--- src/rtl/hazard_ctrl_if.sv ---
// Pipeline-to-hazard-controller bundle: stage register/control bits in,
// stall/flush/forward controls and performance counters out.
interface hazard_ctrl_if #(
  parameter int CNT_W = 32
);
  logic [4:0]       id_rs1_addr;
  logic [4:0]       id_rs2_addr;
  logic             id_uses_rs1;
  logic             id_uses_rs2;
  logic             ex_mem_read;
  logic [4:0]       ex_rd_addr;
  logic [4:0]       ex_rs1_addr;
  logic [4:0]       ex_rs2_addr;
  logic             ex_redirect;
  logic             mem_reg_write;
  logic [4:0]       mem_rd_addr;
  logic             wb_reg_write;
  logic [4:0]       wb_rd_addr;
  logic             mem_req;
  logic             mem_ready;
  logic             pc_stall;
  logic             if_id_stall;
  logic             if_id_flush;
  logic             id_ex_stall;
  logic             id_ex_flush;
  logic             ex_mem_stall;
  logic [1:0]       forward_a;
  logic [1:0]       forward_b;
  logic [CNT_W-1:0] stall_cycles;
  logic [CNT_W-1:0] flush_events;

  modport master (
    output id_rs1_addr, id_rs2_addr, id_uses_rs1, id_uses_rs2,
           ex_mem_read, ex_rd_addr, ex_rs1_addr, ex_rs2_addr, ex_redirect,
           mem_reg_write, mem_rd_addr, wb_reg_write, wb_rd_addr,
           mem_req, mem_ready,
    input  pc_stall, if_id_stall, if_id_flush, id_ex_stall, id_ex_flush,
           ex_mem_stall, forward_a, forward_b, stall_cycles, flush_events
  );

  modport slave (
    input  id_rs1_addr, id_rs2_addr, id_uses_rs1, id_uses_rs2,
           ex_mem_read, ex_rd_addr, ex_rs1_addr, ex_rs2_addr, ex_redirect,
           mem_reg_write, mem_rd_addr, wb_reg_write, wb_rd_addr,
           mem_req, mem_ready,
    output pc_stall, if_id_stall, if_id_flush, id_ex_stall, id_ex_flush,
           ex_mem_stall, forward_a, forward_b, stall_cycles, flush_events
  );
endinterface

--- src/rtl/hazard_ctrl.sv ---
// Hazard and flow controller for the five-stage RV32I pipeline: load-use bubbles,
// redirect flushes with fetch-latency bubbles, data-memory wait stalls, forwarding.
module hazard_ctrl #(
  parameter int IMEM_LAT = 1,
  parameter int CNT_W    = 32
) (
  input logic          clk,
  input logic          rst,
  hazard_ctrl_if.slave bus
);

  typedef enum logic {RUN = 1'b0, REDIRECT = 1'b1} state_t;

  state_t           state_q, state_d;
  logic [1:0]       bub_cnt_q, bub_cnt_d;
  logic [CNT_W-1:0] stall_cycles_q, flush_events_q;

  logic mem_wait, load_use, redirect_acc;
  logic pc_stall_s, if_id_stall_s, if_id_flush_s;
  logic id_ex_stall_s, id_ex_flush_s, ex_mem_stall_s;

  // MEM result is younger than WB, so it wins; x0 is never forwarded.
  function automatic logic [1:0] fwd_sel(input logic       mem_wr,
                                         input logic [4:0] mem_rd,
                                         input logic       wb_wr,
                                         input logic [4:0] wb_rd,
                                         input logic [4:0] rs);
    logic [1:0] sel;
    if (mem_wr && (mem_rd != 5'd0) && (mem_rd == rs)) begin
      sel = 2'b10;
    end else if (wb_wr && (wb_rd != 5'd0) && (wb_rd == rs)) begin
      sel = 2'b01;
    end else begin
      sel = 2'b00;
    end
    return sel;
  endfunction

  always_comb begin
    mem_wait = bus.mem_req & ~bus.mem_ready;
    load_use = bus.ex_mem_read & (bus.ex_rd_addr != 5'd0) &
               ((bus.id_uses_rs1 & (bus.id_rs1_addr == bus.ex_rd_addr)) |
                (bus.id_uses_rs2 & (bus.id_rs2_addr == bus.ex_rd_addr)));

    pc_stall_s     = 1'b0;
    if_id_stall_s  = 1'b0;
    if_id_flush_s  = 1'b0;
    id_ex_stall_s  = 1'b0;
    id_ex_flush_s  = 1'b0;
    ex_mem_stall_s = 1'b0;
    redirect_acc   = 1'b0;
    state_d        = state_q;
    bub_cnt_d      = bub_cnt_q;

    if (rst) begin
      if_id_flush_s = 1'b1;
      id_ex_flush_s = 1'b1;
    end else if (mem_wait) begin
      // Whole front of the pipe freezes; a pending redirect waits in EX.
      pc_stall_s     = 1'b1;
      if_id_stall_s  = 1'b1;
      id_ex_stall_s  = 1'b1;
      ex_mem_stall_s = 1'b1;
    end else if (bus.ex_redirect) begin
      if_id_flush_s = 1'b1;
      id_ex_flush_s = 1'b1;
      redirect_acc  = 1'b1;
      if (IMEM_LAT > 0) begin
        state_d   = REDIRECT;
        bub_cnt_d = 2'(IMEM_LAT);
      end else begin
        state_d   = RUN;
        bub_cnt_d = 2'd0;
      end
    end else if (state_q == REDIRECT) begin
      if_id_flush_s = 1'b1;
      bub_cnt_d     = bub_cnt_q - 2'd1;
      if (bub_cnt_q == 2'd1) begin
        state_d = RUN;
      end else begin
        state_d = REDIRECT;
      end
    end else if (load_use) begin
      pc_stall_s    = 1'b1;
      if_id_stall_s = 1'b1;
      id_ex_flush_s = 1'b1;
    end else begin
      state_d = RUN;
    end
  end

  // Controller state and saturating performance counters.
  always_ff @(posedge clk or posedge rst) begin
    if (rst) begin
      state_q        <= RUN;
      bub_cnt_q      <= 2'd0;
      stall_cycles_q <= {CNT_W{1'b0}};
      flush_events_q <= {CNT_W{1'b0}};
    end else begin
      state_q   <= state_d;
      bub_cnt_q <= bub_cnt_d;
      if (pc_stall_s && (stall_cycles_q != {CNT_W{1'b1}})) begin
        stall_cycles_q <= stall_cycles_q + {{(CNT_W-1){1'b0}}, 1'b1};
      end
      if (redirect_acc && (flush_events_q != {CNT_W{1'b1}})) begin
        flush_events_q <= flush_events_q + {{(CNT_W-1){1'b0}}, 1'b1};
      end
    end
  end

  assign bus.pc_stall     = pc_stall_s;
  assign bus.if_id_stall  = if_id_stall_s;
  assign bus.if_id_flush  = if_id_flush_s;
  assign bus.id_ex_stall  = id_ex_stall_s;
  assign bus.id_ex_flush  = id_ex_flush_s;
  assign bus.ex_mem_stall = ex_mem_stall_s;
  assign bus.forward_a    = fwd_sel(bus.mem_reg_write, bus.mem_rd_addr,
                                    bus.wb_reg_write, bus.wb_rd_addr, bus.ex_rs1_addr);
  assign bus.forward_b    = fwd_sel(bus.mem_reg_write, bus.mem_rd_addr,
                                    bus.wb_reg_write, bus.wb_rd_addr, bus.ex_rs2_addr);
  assign bus.stall_cycles = stall_cycles_q;
  assign bus.flush_events = flush_events_q;

endmodule

--- src/flat_wrapper.sv ---
// flat-port wrapper written by rule: the top's interface ports become plain ports
module hazard_ctrl_flat 
#(
  parameter int IMEM_LAT = 1,
  parameter int CNT_W    = 32
)
  (clk, rst, bus_id_rs1_addr, bus_id_rs2_addr, bus_id_uses_rs1, bus_id_uses_rs2, bus_ex_mem_read, bus_ex_rd_addr, bus_ex_rs1_addr, bus_ex_rs2_addr, bus_ex_redirect, bus_mem_reg_write, bus_mem_rd_addr, bus_wb_reg_write, bus_wb_rd_addr, bus_mem_req, bus_mem_ready, bus_pc_stall, bus_if_id_stall, bus_if_id_flush, bus_id_ex_stall, bus_id_ex_flush, bus_ex_mem_stall, bus_forward_a, bus_forward_b, bus_stall_cycles, bus_flush_events);
  hazard_ctrl_if #(.CNT_W(CNT_W)) bus_i ();
  input logic clk;
  input logic rst;
  input wire logic [$bits(bus_i.id_rs1_addr)-1:0] bus_id_rs1_addr;
  input wire logic [$bits(bus_i.id_rs2_addr)-1:0] bus_id_rs2_addr;
  input wire logic [$bits(bus_i.id_uses_rs1)-1:0] bus_id_uses_rs1;
  input wire logic [$bits(bus_i.id_uses_rs2)-1:0] bus_id_uses_rs2;
  input wire logic [$bits(bus_i.ex_mem_read)-1:0] bus_ex_mem_read;
  input wire logic [$bits(bus_i.ex_rd_addr)-1:0] bus_ex_rd_addr;
  input wire logic [$bits(bus_i.ex_rs1_addr)-1:0] bus_ex_rs1_addr;
  input wire logic [$bits(bus_i.ex_rs2_addr)-1:0] bus_ex_rs2_addr;
  input wire logic [$bits(bus_i.ex_redirect)-1:0] bus_ex_redirect;
  input wire logic [$bits(bus_i.mem_reg_write)-1:0] bus_mem_reg_write;
  input wire logic [$bits(bus_i.mem_rd_addr)-1:0] bus_mem_rd_addr;
  input wire logic [$bits(bus_i.wb_reg_write)-1:0] bus_wb_reg_write;
  input wire logic [$bits(bus_i.wb_rd_addr)-1:0] bus_wb_rd_addr;
  input wire logic [$bits(bus_i.mem_req)-1:0] bus_mem_req;
  input wire logic [$bits(bus_i.mem_ready)-1:0] bus_mem_ready;
  output wire logic [$bits(bus_i.pc_stall)-1:0] bus_pc_stall;
  output wire logic [$bits(bus_i.if_id_stall)-1:0] bus_if_id_stall;
  output wire logic [$bits(bus_i.if_id_flush)-1:0] bus_if_id_flush;
  output wire logic [$bits(bus_i.id_ex_stall)-1:0] bus_id_ex_stall;
  output wire logic [$bits(bus_i.id_ex_flush)-1:0] bus_id_ex_flush;
  output wire logic [$bits(bus_i.ex_mem_stall)-1:0] bus_ex_mem_stall;
  output wire logic [$bits(bus_i.forward_a)-1:0] bus_forward_a;
  output wire logic [$bits(bus_i.forward_b)-1:0] bus_forward_b;
  output wire logic [$bits(bus_i.stall_cycles)-1:0] bus_stall_cycles;
  output wire logic [$bits(bus_i.flush_events)-1:0] bus_flush_events;
  assign bus_i.id_rs1_addr = bus_id_rs1_addr;
  assign bus_i.id_rs2_addr = bus_id_rs2_addr;
  assign bus_i.id_uses_rs1 = bus_id_uses_rs1;
  assign bus_i.id_uses_rs2 = bus_id_uses_rs2;
  assign bus_i.ex_mem_read = bus_ex_mem_read;
  assign bus_i.ex_rd_addr = bus_ex_rd_addr;
  assign bus_i.ex_rs1_addr = bus_ex_rs1_addr;
  assign bus_i.ex_rs2_addr = bus_ex_rs2_addr;
  assign bus_i.ex_redirect = bus_ex_redirect;
  assign bus_i.mem_reg_write = bus_mem_reg_write;
  assign bus_i.mem_rd_addr = bus_mem_rd_addr;
  assign bus_i.wb_reg_write = bus_wb_reg_write;
  assign bus_i.wb_rd_addr = bus_wb_rd_addr;
  assign bus_i.mem_req = bus_mem_req;
  assign bus_i.mem_ready = bus_mem_ready;
  assign bus_pc_stall = bus_i.pc_stall;
  assign bus_if_id_stall = bus_i.if_id_stall;
  assign bus_if_id_flush = bus_i.if_id_flush;
  assign bus_id_ex_stall = bus_i.id_ex_stall;
  assign bus_id_ex_flush = bus_i.id_ex_flush;
  assign bus_ex_mem_stall = bus_i.ex_mem_stall;
  assign bus_forward_a = bus_i.forward_a;
  assign bus_forward_b = bus_i.forward_b;
  assign bus_stall_cycles = bus_i.stall_cycles;
  assign bus_flush_events = bus_i.flush_events;
  hazard_ctrl #(.IMEM_LAT(IMEM_LAT), .CNT_W(CNT_W)) u_core (.clk(clk), .rst(rst), .bus(bus_i));
endmodule
--- config.mk ---
export PLATFORM = sky130hd
export DESIGN_NAME = hazard_ctrl_flat
export DESIGN_NICKNAME = d
export VERILOG_FILES = /design/src/rtl/hazard_ctrl_if.sv /design/src/rtl/hazard_ctrl.sv /design/src/flat_wrapper.sv
export SDC_FILE = /design/constraint.sdc
export NUM_CORES = 1
export LEC_CHECK = 0
export BUFFER_PORTS_ARGS = -buffer_cell sky130_fd_sc_hd__buf_4
export CELL_PAD_IN_SITES_DETAIL_PLACEMENT = 1
export CELL_PAD_IN_SITES_GLOBAL_PLACEMENT = 2
export CORE_MARGIN = 3
export CORE_UTILIZATION = 31
export DETAILED_ROUTE_END_ITERATION = 6
export PLACE_DENSITY_LB_ADDON = 0.1
export SETUP_SLACK_MARGIN = 0.3
export SYNTH_ARGS = -nofsm -noshare
export SYNTH_HDL_FRONTEND = slang
export SYNTH_SLANG_ARGS = --single-unit
--- constraint.sdc ---
create_clock -name clk -period 2.5 [get_ports clk]
set_input_delay 0.125 -clock clk [delete_from_list [all_inputs] [get_ports clk]]
set_output_delay 0.125 -clock clk [all_outputs]
set_load 0.005 [all_outputs]
### Word level (Yosys, flattened, before mapping)

Cells that the tools add are included.

* bitwise logic cells: 9
* add/subtract/negate cells: 3
* reduce and logical (&&, ||, !) cells: 14
* equality and inequality tests: 9
* muxes and demuxes: 26

Operators with widths (number)
* adder 32 x 1 -> 32 bit, second input constant: 2
* != test 32 bit, second input constant: 2
* == test 5 bit: 6
* 2-to-1 mux 1 bit: 22
* nonzero test 5 bit: 3
* logical AND 1 bit: 8
* 2-to-1 mux 2 bit: 4
* bitwise AND 1 bit: 5
* inverter 1 bit: 3
* AND reduction 3 bit: 1
* == test 2 x 1 -> 1 bit, second input constant: 1
* AND reduction 2 bit: 1
* nonzero test 2 bit: 1
* subtractor 2 x 1 -> 2 bit, second input constant: 1
* OR 1 bit: 1

* register bits: 67
* output and inout port bits: 74

### Longest topological paths before layout

* depth in word-level cells: 10
* mapped depth: 8

### Worst setup path before layout

OpenSTA, ideal clock, no wires.

* path kind: input to register
* start: in rst
* end: reg u_core.flush_events_q[31] (netlist: u_core.bus.flush_events[31])
* setup time: 0.075 ns
* arrival: 2.390 ns
* data required time: 2.425 ns
* setup slack: 0.035 ns
* path buffers: 1
* stages: 7
* cells stage by stage: inv_2 nand3_2 or3_4 or3_4 buf_6 nor2_4 xor2_2

* cells in the longest elaborated chain, start to end: 2

RTL lines
* start: declaration: RTL line flat_wrapper.sv:10 `input logic rst;`
* 2-to-1 mux 1 bit: RTL line hazard_ctrl.sv:55 `if (rst) begin`
* logical AND 1 bit: RTL line hazard_ctrl.sv:105 `if (redirect_acc && (flush_events_q != {CNT_W{1'b1}})) begin`
* end signal: assignment: RTL line hazard_ctrl.sv:98 `flush_events_q <= {CNT_W{1'b0}};`
* end signal: assignment: RTL line hazard_ctrl.sv:106 `flush_events_q <= flush_events_q + {{(CNT_W-1){1'b0}}, 1'b1};`
* end: declaration: RTL line hazard_ctrl.sv:16 `logic [CNT_W-1:0] stall_cycles_q, flush_events_q;`

Every way passes these cells.
A chain may end at the register's enable or synchronous reset.

### Worst setup path after layout

* start: reg u_core.flush_events_q[0] (netlist: u_core.bus.flush_events[0])
* end: reg u_core.flush_events_q[1] (netlist: u_core.bus.flush_events[1])

* cells in the longest elaborated chain, start to end: 2
* elaborated cells on any way between the ends: 3

RTL lines
* parallel branches: the longest is 2 deep, another holds adder 32 x 1 -> 32 bit

Parallel ways; which one is timed is not known.

==> impl_metrics.env <==
export IMPL_antenna_cells=0
export IMPL_worst_pin_slew_ns=0.533
export IMPL_syn_num_nets=395
export IMPL_internal_power_mw=2.37
export IMPL_avgSynthCellArea_um2=10.5
export IMPL_ant_nets=0
export IMPL_vias_per_cell=4.86
export IMPL_critPathRequiredTime_ns=2.71
export IMPL_fmax_mhz=480
export IMPL_yosysTopAreaCell="dfrtp_1"
export IMPL_finalNetCount=524
export IMPL_maxSlewHeadroom_pct=64.5
export IMPL_drtIter0Drc=127
export IMPL_power_frac_comb_pct=15.0
export IMPL_hp_class="in -> reg"
export IMPL_setup_slack_ns=0.419
export IMPL_synth_cell_types=45
export IMPL_min_period_ns=2.08
export IMPL_place_hpwl_mm=7.48
export IMPL_cts_sinks=67
export IMPL_die_w_um=114
export IMPL_netlist_top_cells_area="dfrtp_1 46%, xnor2_1 16%, xor2_1 5.8%"
export IMPL_drv_cap=0
export IMPL_yosysMostFrequentCell="dfrtp_1"
export IMPL_p_leak_nw=2.32
export IMPL_slew_viol_final=0
export IMPL_peakVddDrop_uv=278
export IMPL_grtUsageTotal_pct=15.4
export IMPL_seq_area_frac_synth_pct=46.0
export IMPL_gp_congestion=0.761
export IMPL_drive_above_1_share_pct=33.7
export IMPL_clk_latency_ns=0.32
export IMPL_grt_pass1_vias=3142
export IMPL_core_area_um2=11200
export IMPL_cts_root_buf="clkbuf_16"
export IMPL_drc=0
export IMPL_clk_pin_slew_ns=0.06
export IMPL_synthCells=347
export IMPL_rsz0062_at_grt="true"
export IMPL_grt_pass1_wl_mm=16.1
export IMPL_critPathArrivalTime_ns=2.29
export IMPL_finalCritPeriodShare_pct=83.2
export IMPL_area_growth_pct=39.1
export IMPL_pin_count=119
export IMPL_grt_max_degree=41
export IMPL_reg2reg_slack_ns=0.42
export IMPL_preCtsSetupSlack_ns=0.297
export IMPL_port_buffer_count=118
export IMPL_synth_top_cell_area_share_pct=46.0
export IMPL_fp_dieH_um=114
export IMPL_synth_main_ff_cell="dfrtp_1"
export IMPL_power_density_nw_per_um2=622
export IMPL_synth_edff_count=0
export IMPL_start_kind="register"
export IMPL_skew_ns=0.00477
export IMPL_dr_pass1_iters=4
export IMPL_status="finished, final reports clean"
export IMPL_crit_type="reg -> reg"
export IMPL_syn_cell_area_um2=3640
export IMPL_setup_viol=0
export IMPL_netSwitchingPower_mw=0.779
export IMPL_fillCellCount=1274
export IMPL_wl_mm=9.64
export IMPL_clockBufferDepth=2
export IMPL_numCtsBuffers=9
export IMPL_power_frac_clock_pct=43.9
export IMPL_p_seq_share_pct=41.1
export IMPL_ys_top_cells_by_count="67 x dfrtp_1, 66 x xnor2_1, 29 x nand3_1, 28 x nand4_1, 25 x nand2_1"
export IMPL_num_vias=3015
export IMPL_overflow=0
export IMPL_endpoint_kind="register"
export IMPL_finalSetupTns_ns=0
export IMPL_hold_viol_final=0
export IMPL_initial_core_util_pct=32.6
export IMPL_wire_per_inst_um=15.5
export IMPL_synth_seq_cells=67
export IMPL_crit_fanout=5
export IMPL_antenna_found_initial=0
export IMPL_cts_max_level=3
export IMPL_synth_async_reset_ratio_pct=100
export IMPL_p_sw_share_pct=24.7
export IMPL_cts_tree="yes"
export IMPL_die_area_um2=13100
export IMPL_synth_warnings=0
export IMPL_row_count=38
## area by class of cell
type,instances,area [um2],share of cell area (%)
clock inverter,4,72.6,1.43
timing repair buffer,126,948,18.7
inverter,7,28.8,0.568
multi-input combinational,265,1910,37.7
clock buffer,12,256,5.06
tap,140,175,3.46
sequential,67,1680,33.1
## worst paths after layout
| check | endpoint | cells after the start | startpoint |
|---|---|---|---|
| setup reg to reg | u_core.bus.flush_events[1] | 6 | u_core.bus.flush_events[0] |
| setup / recovery | u_core.bus.flush_events[1] | 6 | u_core.bus.flush_events[0] |
| hold reg to reg | u_core.bus.flush_events[16] | 1 | u_core.bus.flush_events[16] |
| max in group asynchronous | u_core.bus.flush_events[12] | 4 | rst |
| min in group asynchronous | u_core.bub_cnt_q[0] | 4 | rst |
| hold / removal | u_core.bub_cnt_q[0] | 2 | bus_ex_redirect |
## power by group through the flow
stage / clock (mW) / sequential (mW) / combinational [mW]
3_5_place_dp: 0 / 1.31 / 0.484
2_1_floorplan: 0 / 1.30 / 0.213
4_1_cts: 1.42 / 1.30 / 0.488
6_report: 1.38 / 1.30 / 0.473
3_3_place_gp: 0 / 1.31 / 0.476
5_1_grt: 1.48 / 1.32 / 0.535
## repair_timing
| item | 4_1_cts | 5_1_grt |
|---|---|---|
| pin swaps | 0 | 1 |
| setup endpoints to repair | 4 | 35 |
| resized for setup | 1 | 3 |
| hold endpoints to repair | 37 | 0 |
| buffers inserted | 0 | 1 |
| hold buffers | 1 | 0 |
## critical path, cell delays in order, from the launching register on
cell and delay, ns:
dfrtp_1 0.42, ha_1 0.24, nand4_1 0.25, nor2_1 0.10, and4bb_2 0.27, nor2_1 0.31
mux2_2 0.38
## cells by family (layout without fill, tap and decap cells)
family          Yosys count  in the layout  synth area share [%]
simple gates            155            155                  25.5
xor+xnor                 92             92                  22.5
flops                    67             67                  46.0
buf+inv                  15            149                  1.96
compound gates           13             13                  2.34
fa+ha+maj                 3              3                  1.03
mux                       2              2                 0.618
## sequential cells by signal, indices dropped and copies added, names as in the netlist
register,flops
u_core.bus.flush_events,32
u_core.bus.stall_cycles,32
u_core.bub_cnt_q,2
u_core.state_q,1
## per-stage QoR
| step | hold slack, ns | utilization, % | power (mW) | instance area (um2) | std cells |
|---|---|---|---|---|---|
| finish | 0.0711 | 45.4 | 3.15 | 5070 | 621 |
| global route | 0.100 | 45.4 | 3.33 | 5070 | 621 |
| CTS | 0.0592 | 45.2 | 3.21 | 5050 | 620 |
| detailed placement | 0.277 | 42.1 | 1.80 | 4710 | 603 |
| global placement | 0.281 | 42.1 | 1.78 | 4710 | 603 |
| floorplan | 0.123 | - | 1.51 | 3640 | 347 |
## cells in the final DEF, fill, tap and decap left out, types with 3 or more instances in the layout
cell type and n:
inv_1 6, clkbuf_16 9, ha_1 3, and4_1 5, nand3_1 29, and2_1 7
xnor2_1 66, nor2_2 4, nor4_1 6, nor2_1 12, nor3_1 3, buf_4 125
or4_1 5, nand2_1 25, dfrtp_1 66, o21ai_0 4, xor2_1 24, nand4_1 28
and3_1 13
## metal layers
layer	up-vias	share of wire [%]	track usage [%]
met3	9	7.0	4.70
met2	88	45	23.7
met5	-	0	0
li1	1476	-	-
met1	1442	47	20.8
met4	0	1.1	4.51
No activity file was read; power rests on OpenSTA's default activity.
